<file path="src/rtl/alt_vipswi131_common_mode_select_ctrl_pkg.sv">
// Shared constants for the mode-select controller: state codes, clog2 helper,
// and a parameter-legality check usable inside a module body.
`ifndef ALT_VIPSWI131_CHECK_PARAM
`define ALT_VIPSWI131_CHECK_PARAM(cond, msg) \
  if (!(cond)) begin : g_param_check \
    $error(msg); \
  end
`endif

package alt_vipswi131_common_mode_select_ctrl_pkg;

  localparam logic [1:0] ST_IDLE    = 2'd0;
  localparam logic [1:0] ST_RUN     = 2'd1;
  localparam logic [1:0] ST_PENDING = 2'd2;

  function automatic int clog2(input int value);
    int r;
    r = 0;
    for (int i = 0; i < 31; i++) begin
      if ((1 << i) < value) r = i + 1;
    end
    return r;
  endfunction

endpackage

</file>
<file path="src/rtl/alt_vipswi131_common_prio_encoder.sv">
// Combinational one-hot to binary priority encoder; also returns the resolved
// single-bit select so the caller never sees a multi-hot one-hot.
module alt_vipswi131_common_prio_encoder #(
  parameter int NO_OF_MODES      = 3,
  parameter int LOG2_NO_OF_MODES = 2,
  parameter int BINARY_OFFSET    = 1,
  parameter int PRIORITY_LSB     = 1
) (
  input  logic [NO_OF_MODES-1:0]      one_hot_i,
  output logic [LOG2_NO_OF_MODES-1:0] code_o,
  output logic [NO_OF_MODES-1:0]      sel_o,
  output logic                        none_o,
  output logic                        multi_o
);

  // Scan so the winning index is the last one written.
  always_comb begin
    code_o = '0;
    sel_o  = '0;
    for (int i = 0; i < NO_OF_MODES; i++) begin
      if (PRIORITY_LSB != 0) begin
        if (one_hot_i[NO_OF_MODES-1-i]) begin
          code_o = LOG2_NO_OF_MODES'(NO_OF_MODES - 1 - i + BINARY_OFFSET);
          sel_o  = '0;
          sel_o[NO_OF_MODES-1-i] = 1'b1;
        end
      end else if (one_hot_i[i]) begin
        code_o   = LOG2_NO_OF_MODES'(i + BINARY_OFFSET);
        sel_o    = '0;
        sel_o[i] = 1'b1;
      end
    end
  end

  assign none_o  = (one_hot_i == '0);
  assign multi_o = ($countones(one_hot_i) > 1);

endmodule

</file>
<file path="src/rtl/alt_vipswi131_common_mode_select_ctrl.sv">
// Debounced mode select: a request must hold for STABLE_CYCLES before it
// qualifies, and the active mode only changes on a boundary strobe.
module alt_vipswi131_common_mode_select_ctrl
  import alt_vipswi131_common_mode_select_ctrl_pkg::*;
#(
  parameter int NO_OF_MODES      = 3,
  parameter int LOG2_NO_OF_MODES = 2,
  parameter int BINARY_OFFSET    = 1,
  parameter int STABLE_CYCLES    = 4,
  parameter int PRIORITY_LSB     = 1
) (
  input  logic                        clock,
  input  logic                        reset,
  input  logic [NO_OF_MODES-1:0]      one_hot_req,
  input  logic                        boundary,
  input  logic                        err_clear,
  output logic [LOG2_NO_OF_MODES-1:0] binary,
  output logic [NO_OF_MODES-1:0]      one_hot,
  output logic                        active_valid,
  output logic                        change_pending,
  output logic                        switch_pulse,
  output logic                        multi_hot_err
);

  localparam int CW = (STABLE_CYCLES > 1) ? clog2(STABLE_CYCLES) : 1;
  localparam logic [CW-1:0] CNT_MAX = CW'(STABLE_CYCLES - 1);

  `ALT_VIPSWI131_CHECK_PARAM((NO_OF_MODES >= 1) && (STABLE_CYCLES >= 1) &&
    (LOG2_NO_OF_MODES >= clog2(NO_OF_MODES + BINARY_OFFSET)),
    "alt_vipswi131_common_mode_select_ctrl: illegal parameter combination")

  logic [LOG2_NO_OF_MODES-1:0] req_code;
  logic [NO_OF_MODES-1:0]      req_sel;
  logic                        req_none, req_multi;

  alt_vipswi131_common_prio_encoder #(
    .NO_OF_MODES     (NO_OF_MODES),
    .LOG2_NO_OF_MODES(LOG2_NO_OF_MODES),
    .BINARY_OFFSET   (BINARY_OFFSET),
    .PRIORITY_LSB    (PRIORITY_LSB)
  ) u_enc (
    .one_hot_i(one_hot_req),
    .code_o   (req_code),
    .sel_o    (req_sel),
    .none_o   (req_none),
    .multi_o  (req_multi)
  );

  logic [LOG2_NO_OF_MODES-1:0] cand_code_q, cand_code_d;
  logic [NO_OF_MODES-1:0]      cand_sel_q, cand_sel_d;
  logic                        cand_none_q, cand_none_d;
  logic [CW-1:0]               cnt_q, cnt_d;
  logic [1:0]                  state_q, state_d;
  logic [LOG2_NO_OF_MODES-1:0] binary_q, binary_d;
  logic [NO_OF_MODES-1:0]      one_hot_q, one_hot_d;
  logic                        active_q, active_d;
  logic                        pulse_q, pulse_d;
  logic                        err_q, err_d;

  logic same_req, stable, differs, apply;

  // Code is forced to 0 for "none", so code+flag compare is unambiguous for any offset.
  assign same_req = (req_none == cand_none_q) && (req_code == cand_code_q);
  assign stable   = same_req && (cnt_q == CNT_MAX);
  assign differs  = (cand_none_q == active_q) ||
                    (!cand_none_q && (cand_code_q != binary_q));
  assign apply    = stable && differs && boundary;

  always_comb begin
    cand_code_d = cand_code_q;
    cand_sel_d  = cand_sel_q;
    cand_none_d = cand_none_q;
    cnt_d       = cnt_q;
    if (!same_req) begin
      cand_code_d = req_code;
      cand_sel_d  = req_sel;
      cand_none_d = req_none;
      cnt_d       = '0;
    end else if (cnt_q != CNT_MAX) begin
      cnt_d = cnt_q + CW'(1);
    end
  end

  always_comb begin
    state_d   = state_q;
    binary_d  = binary_q;
    one_hot_d = one_hot_q;
    active_d  = active_q;
    pulse_d   = 1'b0;
    if (apply) begin
      binary_d  = cand_code_q;
      one_hot_d = cand_sel_q;
      active_d  = !cand_none_q;
      pulse_d   = 1'b1;
      state_d   = cand_none_q ? ST_IDLE : ST_RUN;
    end else begin
      case (state_q)
        ST_IDLE, ST_RUN: if (stable && differs) state_d = ST_PENDING;
        // Leave when the request moves away or settles back on the active mode.
        ST_PENDING: if (!same_req || (stable && !differs))
                      state_d = active_q ? ST_RUN : ST_IDLE;
        default:    state_d = ST_IDLE;
      endcase
    end
  end

  assign err_d = req_multi | (err_q & ~err_clear);

  always_ff @(posedge clock) begin
    if (reset) begin
      cand_code_q <= '0;
      cand_sel_q  <= '0;
      cand_none_q <= 1'b1;
      cnt_q       <= '0;
      state_q     <= ST_IDLE;
      binary_q    <= '0;
      one_hot_q   <= '0;
      active_q    <= 1'b0;
      pulse_q     <= 1'b0;
      err_q       <= 1'b0;
    end else begin
      cand_code_q <= cand_code_d;
      cand_sel_q  <= cand_sel_d;
      cand_none_q <= cand_none_d;
      cnt_q       <= cnt_d;
      state_q     <= state_d;
      binary_q    <= binary_d;
      one_hot_q   <= one_hot_d;
      active_q    <= active_d;
      pulse_q     <= pulse_d;
      err_q       <= err_d;
    end
  end

  assign binary         = binary_q;
  assign one_hot        = one_hot_q;
  assign active_valid   = active_q;
  assign change_pending = (state_q == ST_PENDING);
  assign switch_pulse   = pulse_q;
  assign multi_hot_err  = err_q;

endmodule
</file>
<file path="config.mk">
export PLATFORM = sky130hd
export DESIGN_NAME = alt_vipswi131_common_mode_select_ctrl
export DESIGN_NICKNAME = d
export VERILOG_FILES = /design/src/rtl/alt_vipswi131_common_mode_select_ctrl_pkg.sv /design/src/rtl/alt_vipswi131_common_prio_encoder.sv /design/src/rtl/alt_vipswi131_common_mode_select_ctrl.sv
export SDC_FILE = /design/constraint.sdc
export NUM_CORES = 1
export LEC_CHECK = 0
export ABC_CLOCK_PERIOD_IN_PS = 3150
export CAP_MARGIN = 0
export CORE_MARGIN = 2
export CORE_UTILIZATION = 46
export DETAILED_ROUTE_END_ITERATION = 8
export DONT_BUFFER_PORTS = 1
export SYNTH_ARGS = -nofsm -noshare
export SYNTH_HDL_FRONTEND = slang
export SYNTH_SLANG_ARGS = --single-unit
</file>
<file path="constraint.sdc">
create_clock -name clock -period 3.15 [get_ports clock]
set_input_delay 0.1575 -clock clock [delete_from_list [all_inputs] [get_ports clock]]
set_output_delay 0.1575 -clock clock [all_outputs]
set_load 0.01 [all_outputs]
</file>
### After elaboration in Yosys (flattened, before gate mapping)

Cells that the tools add are included.

* flip-flop bits (word level): 18
* input port bits: 7
* output and inout port bits: 9
* word-level logic and storage cells: 57

* add/subtract/negate cells: 3
* magnitude comparators: 1
* eq/ne operators: 10
* muxes and demuxes: 13
* bitwise logic cells: 4
* reduce and logical (&&, ||, !) cells: 16

Operators by type and width (count)
* $add A32 B1 Y32: 1
* $gt A32 B2 Y1 const B: 1
* $mux W2: 6
* $mux W3: 3
* $logic_and A1 B1 Y1: 6
* $eq A2 B2 Y1 const B: 2
* $pmux W2 S2: 1
* $reduce_or A2 Y1: 2
* $logic_not A1 Y1: 3
* $logic_not A3 Y1: 1
* $mux W1: 3
* $ne A3 B1 Y1 const B: 1
* $ne A3 B3 Y1 const B: 1
* $add A1 B1 Y2: 1
* $add A2 B1 Y2 const B: 1
* $eq A1 B1 Y1: 2
* $eq A2 B1 Y1 const B: 1
* $eq A2 B2 Y1: 1
* $logic_not A2 Y1: 1
* $logic_or A1 B1 Y1: 2
* $ne A2 B2 Y1: 1
* $ne A2 B2 Y1 const B: 1
* $not A1 Y1: 2
* $reduce_and A2 Y1: 1
* 2 further kinds: 2

### Depth between registers and ports, before layout

* depth after elaboration: 11
* mapped depth: 8
* depth with buffers taken out: 7

### By module

From an unflattened synthesis, not the netlist that was laid out.

* cell total of the unflattened synthesis: 90
* area total of the unflattened synthesis: 840.8 um2

By module, submodules not included
* alt_vipswi131_common_mode_select_ctrl: times used 1, cells an instance 80, area an instance 777.0 um2, sequential area each 360.3 um2
* alt_vipswi131_common_prio_encoder: times used 1, cells an instance 10, area an instance 63.8 um2, sequential area each 0.0 um2

### Worst setup path after synthesis

OpenSTA, ideal clock, no wires.

* path kind: register -> register
* start point: register cand_code_q[0]
* end point: register binary_q[0], in the netlist binary[0]
* setup time: 0.116 ns
* arrival: 1.597 ns
* data required time: 3.034 ns
* path slack: 1.438 ns
* stages on the path, launching flop included: 7
* buffers on the path: 1
* period minus slack after synthesis: 1.712 ns
* cell sequence: dfxtp_1 > nand2b_1 > a211o_1 > a211o_1 > buf_6 > o311a_1 > a31o_1

* cells in the longest elaborated chain, start to end: 5
* elaborated cells between the ends (all ways): 8
* classes of those cells: 2 x eq/ne; 6 x reduce/logical

Ends and longest elaborated chain
* from (decl): RTL line alt_vipswi131_common_mode_select_ctrl.sv:49 `logic [LOG2_NO_OF_MODES-1:0] cand_code_q, cand_code_d;`
* from (signal assigned): RTL line alt_vipswi131_common_mode_select_ctrl.sv:122 `cand_code_q <= cand_code_d;`
* $eq A2 B2 Y1 / $ne A2 B2 Y1 (equally long branches): RTL line alt_vipswi131_common_mode_select_ctrl.sv:63, alt_vipswi131_common_mode_select_ctrl.sv:66
* $logic_and A1 B1 Y1 (on tied branches): RTL line alt_vipswi131_common_mode_select_ctrl.sv:63, alt_vipswi131_common_mode_select_ctrl.sv:66
* $logic_and A1 B1 Y1 / $logic_or A1 B1 Y1 (equally long branches): RTL line alt_vipswi131_common_mode_select_ctrl.sv:64, alt_vipswi131_common_mode_select_ctrl.sv:65
* $logic_and A1 B1 Y1 (2 in series): RTL line alt_vipswi131_common_mode_select_ctrl.sv:67 `assign apply = stable && differs && boundary;`
* to (signal assigned): RTL line alt_vipswi131_common_mode_select_ctrl.sv:127 `binary_q <= binary_d;`
* to (decl): RTL line alt_vipswi131_common_mode_select_ctrl.sv:54 `logic [LOG2_NO_OF_MODES-1:0] binary_q, binary_d;`

Parallel ways exist; a longest one is shown, timed or not.
A chain may end at the register's enable or synchronous reset.

### Worst setup path after layout

* start point: register cand_code_q[0]
* end point: register one_hot_q[2], in the netlist one_hot[2]

* cells in the longest elaborated chain, start to end: 5
* elaborated cells between the ends (all ways): 8
* classes of those cells: 2 x eq/ne; 6 x reduce/logical

Ends and longest elaborated chain
* $eq A2 B2 Y1 / $ne A2 B2 Y1 (equally long branches): RTL line alt_vipswi131_common_mode_select_ctrl.sv:63, alt_vipswi131_common_mode_select_ctrl.sv:66
* $logic_and A1 B1 Y1 (on tied branches): RTL line alt_vipswi131_common_mode_select_ctrl.sv:63, alt_vipswi131_common_mode_select_ctrl.sv:66
* $logic_and A1 B1 Y1 / $logic_or A1 B1 Y1 (equally long branches): RTL line alt_vipswi131_common_mode_select_ctrl.sv:64, alt_vipswi131_common_mode_select_ctrl.sv:65
* $logic_and A1 B1 Y1 (*) (2 in series): RTL line alt_vipswi131_common_mode_select_ctrl.sv:67
* to (signal assigned): RTL line alt_vipswi131_common_mode_select_ctrl.sv:128 `one_hot_q <= one_hot_d;`
* to (decl): RTL line alt_vipswi131_common_mode_select_ctrl.sv:55 `logic [NO_OF_MODES-1:0] one_hot_q, one_hot_d;`

Every way passes the cells marked *; elsewhere a longest branch is shown, timed or not.

==> summary.txt <==
==================================================================================================
Result of the run                                                                        completed
Routed vias                                                                                    649
FMAX                                                                                       520 MHz
Die width                                                                                  47.7 µm
Worst-case headroom to the max-slew limit                                                    61.2%
Setup TNS                                                                                     0 ps
Worst hold path startpoint                                                            one_hot_req[0]
Total clock buffers created by CTS                                                               3
P&R area growth vs syn                                                                       7.42%
Total number of placement rows                                                                  15
Number of failing hold endpoints at the final stage                                              0
Post-layout minimum cycle time                                                             1920 ps
Share of synthesized area occupied by flip-flops and latches                                 41.1%
Fraction of synthesized cell area taken by the top area cell type                            41.1%
Average wire length per cell after detail routing                                          13.0 µm
Endpoint arrival time on the critical path                                                 2160 ps
Largest net degree at the start of global routing                                               13
Biggest area consumer among synthesized cells                                         sky130_fd_sc_hd__dfxtp_1
Initial antenna violation count                                                                  0
Net Count, Synth                                                                               105
Number of max-cap violations                                                                     0
Weighted congestion reported at the end of routability-driven placement                      0.801
Number of max-slew violations in the final report                                                0
Worst supply voltage drop on vdd                                                            246 µV
Startpoint of the worst-slack reg-to-reg timing path                                  cand_code_q[0]
Total track usage                                                                            16.3%
Area of the die                                                                           2270 µm²
Share of total power in the clock network                                                    34.2%
Worst clock skew on the final layout                                                      0.842 ps
Most common cell after layout, fill and taps aside                                    sky130_fd_sc_hd__dfxtp_1
HPWL reported at the end of detailed placement                                             1100 µm
Synthesized instance count                                                                      94
Cell types occupying the most area after synthesis                                    sky130_fd_sc_hd__dfxtp_1 41%, sky130_fd_sc_hd__mux2i_1 8.0%, sky130_fd_sc_hd__ha_1 5.7%, sky130_fd_sc_hd__a21oi_1 4.6%, sky130_fd_sc_hd__nand2b_1 3.6%
TritonCTS clock tree                                                                           yes
Number of global-route vias before repair                                                      606
Category of the worst setup path launch point                                             register
Fraction of layout instances using a drive strength above 1                                  7.29%
Number of levels the H-tree was split into                                                       1
Path category of the worst min-delay check                                            input port to register
Sw power                                                                                   98.5 µW
Synth warnings                                                                                   0
Async set-reset flop share out of synthesis                                                     0%
Clock sinks                                                                                     18
Number of enable flip-flop cells after synthesis                                                 0
Distinct cell type count after synthesis                                                        27
Share of the clock period used by the worst path                                             61.1%
R2R Setup Slk                                                                              1230 ps
Leakage power summed over all cells                                                       0.403 nW
Number of design rule violations left after detail routing                                       0
Count of boundary I/O pins                                                                      16
Hold Path Depth                                                                                  2
Data required, critical path                                                               3390 ps
Worst Setup Path Type                                                                 register to register
Mean instance size in the synthesized netlist                                             9.33 µm²
Post-cts resize count                                                                            0
Maximum fanout along the worst path                                                             10
Buffer type at the clock tree root                                                    sky130_fd_sc_hd__clkbuf_4
Worst-Skew Late Latency                                                                     300 ps
Die Height                                                                                 47.7 µm
Overall power after layout                                                                  418 µW
Switch share                                                                                 23.6%
Combinational Power Share                                                                     8.5%
Min-Delay Endpoint                                                                    cand_sel_q[0]
Post-synthesis instance area                                                               877 µm²
Terminus of the critical flop-to-flop path                                              one_hot[2]
Grt ovf                                                                                          0
Relative contribution of sequential cells to total power                                     57.3%
Actual transition at the worst max-transition pin                                           567 ps
Number of violations reported at the end of detailed-routing iteration 0                         9
Buffers from clock root to sink, at most                                                         2
Global-route wire length before repair                                                     2530 µm
Count of TritonRoute iterations in the first routing pass                                        4
Final nets                                                                                     108
Top library cells by usage in the layout, fill and taps aside                         18 x sky130_fd_sc_hd__dfxtp_1, 8 x sky130_fd_sc_hd__nor2_1, 8 x sky130_fd_sc_hd__nand2_1, 8 x sky130_fd_sc_hd__a21oi_1, 7 x sky130_fd_sc_hd__mux2i_1
Number of diodes                                                                                 0
Post-DR vias/cell                                                                             5.36
Initial core utilization                                                                     49.7%
Setup repair after global routing missed its margin                                             no
Internal portion of total power                                                             320 µW
Number of setup violations in the final report                                                   0
Clock transition time at the flip-flop clock pins of the worst setup and hold paths         100 ps
Number of nets with antenna violations after routing                                             0
Worst reg2reg path depth                                                                         5
Buffers added on ports                                                                           0
Most instantiated flip-flop cell in the synthesis netlist                             sky130_fd_sc_hd__dfxtp_1
Synthesis-stage register bit count                                                              18
Power density cells                                                                     444 nW/µm²
Total wire length                                                                          1570 µm
Crit end category                                                                         register
Placeable core region                                                                     1760 µm²
==================================================================================================
-- kinds of logic (layout without fill, tap and decap cells) --
group	count (synthesis)	in the layout	share of synthesized area (%)
flops	18	18	41.1
mux	7	7	7.99
buf+inv	10	12	5.14
fa+ha+maj	4	4	5.71
xor+xnor	4	4	4.00
simple gates	31	31	19.4
compound gates	20	20	16.7
-- through the flow --
step	utilization, %	instances	hold slack [ps]	instance area [µm²]	setup WS, ps
finish	53.4	121	10.2	942	1230
global route	53.4	121	16.4	942	1100
global placement	50.2	115	229	886	1310
detailed placement	50.2	115	232	886	1230
floorplan	-	94	237	877	1440
CTS	53.4	121	14.0	942	1220
-- worst max-delay path by stage --
stage / end / slack, ps / startpoint / cells after the start
6_report: one_hot[2] / 1230 / cand_code_q[0] / 5
3_3_place_gp: one_hot[0] / 1310 / cand_code_q[0] / 5
3_5_place_dp: one_hot[0] / 1230 / cand_code_q[0] / 5
4_1_cts: one_hot[2] / 1220 / cand_code_q[0] / 5
2_1_floorplan: binary[0] / 1440 / cand_code_q[0] / 6
5_1_grt: one_hot[2] / 1100 / cand_code_q[0] / 5
-- metal layers --
layer / up-vias / global-route usage [%] / wire, µm
met2: 11 / 26.2 / 734
met3: 3 / 5.28 / 66
met4: 0 / 8.11 / 19
met1: 296 / 19.5 / 754
li1: 339 / - / -
met5: - / 0 / 0
-- layout make-up --
type / instances / area, µm²
fillers: 182 / 822
multi-input cells: 66 / 472
flip-flops and latches: 18 / 360
clock buffers: 4 / 36.3
well taps: 25 / 31.3
inverters: 6 / 22.5
repair buffers: 2 / 20.0
-- Yosys cell counts, types with 2 or more instances --
library cell,number
sky130_fd_sc_hd__a211o_1,3
sky130_fd_sc_hd__clkbuf_1,3
sky130_fd_sc_hd__nor2b_1,2
sky130_fd_sc_hd__o311a_1,2
sky130_fd_sc_hd__ha_1,4
sky130_fd_sc_hd__a31o_1,2
sky130_fd_sc_hd__inv_1,6
sky130_fd_sc_hd__mux2i_1,7
sky130_fd_sc_hd__dfxtp_1,18
sky130_fd_sc_hd__nand2b_1,5
sky130_fd_sc_hd__nand2_1,8
sky130_fd_sc_hd__a21oi_1,8
sky130_fd_sc_hd__xor2_1,3
sky130_fd_sc_hd__nor2_1,8
sky130_fd_sc_hd__nor3_1,3
-- power groups by stage --
stage	Combinational, mW	Sequential (mW)	Clock, mW
3_5_place_dp	0.0320	0.245	0
2_1_floorplan	0.0313	0.243	0
3_3_place_gp	0.0315	0.245	0
4_1_cts	0.0362	0.240	0.145
6_report	0.0357	0.240	0.143
5_1_grt	0.0403	0.241	0.156
-- flip-flops by register name, summed over array words and instances, names as in the netlist --
| signal | cells |
|---|---|
| cand_code_q | 2 |
| cnt_q | 2 |
| state_q | 2 |
| binary | 2 |
| multi_hot_err | 1 |
| cand_sel_q | 3 |
| one_hot | 3 |
| active_valid | 1 |
| switch_pulse | 1 |
| cand_none_q | 1 |
-- worst max-delay path, cell delays in order (launching register included) --
cell and delay, ps:
sky130_fd_sc_hd__dfxtp_1 370, sky130_fd_sc_hd__nand2b_1 160, sky130_fd_sc_hd__a211o_1 310, sky130_fd_sc_hd__a211o_1 430, sky130_fd_sc_hd__nor3_4 370, sky130_fd_sc_hd__mux2i_1 220
-- repair_timing --
item	CTS	global route
hold buffers	2	0
buffers inserted	0	0
hold endpoints to repair	10	0
(Power assumes the default switching activity.)
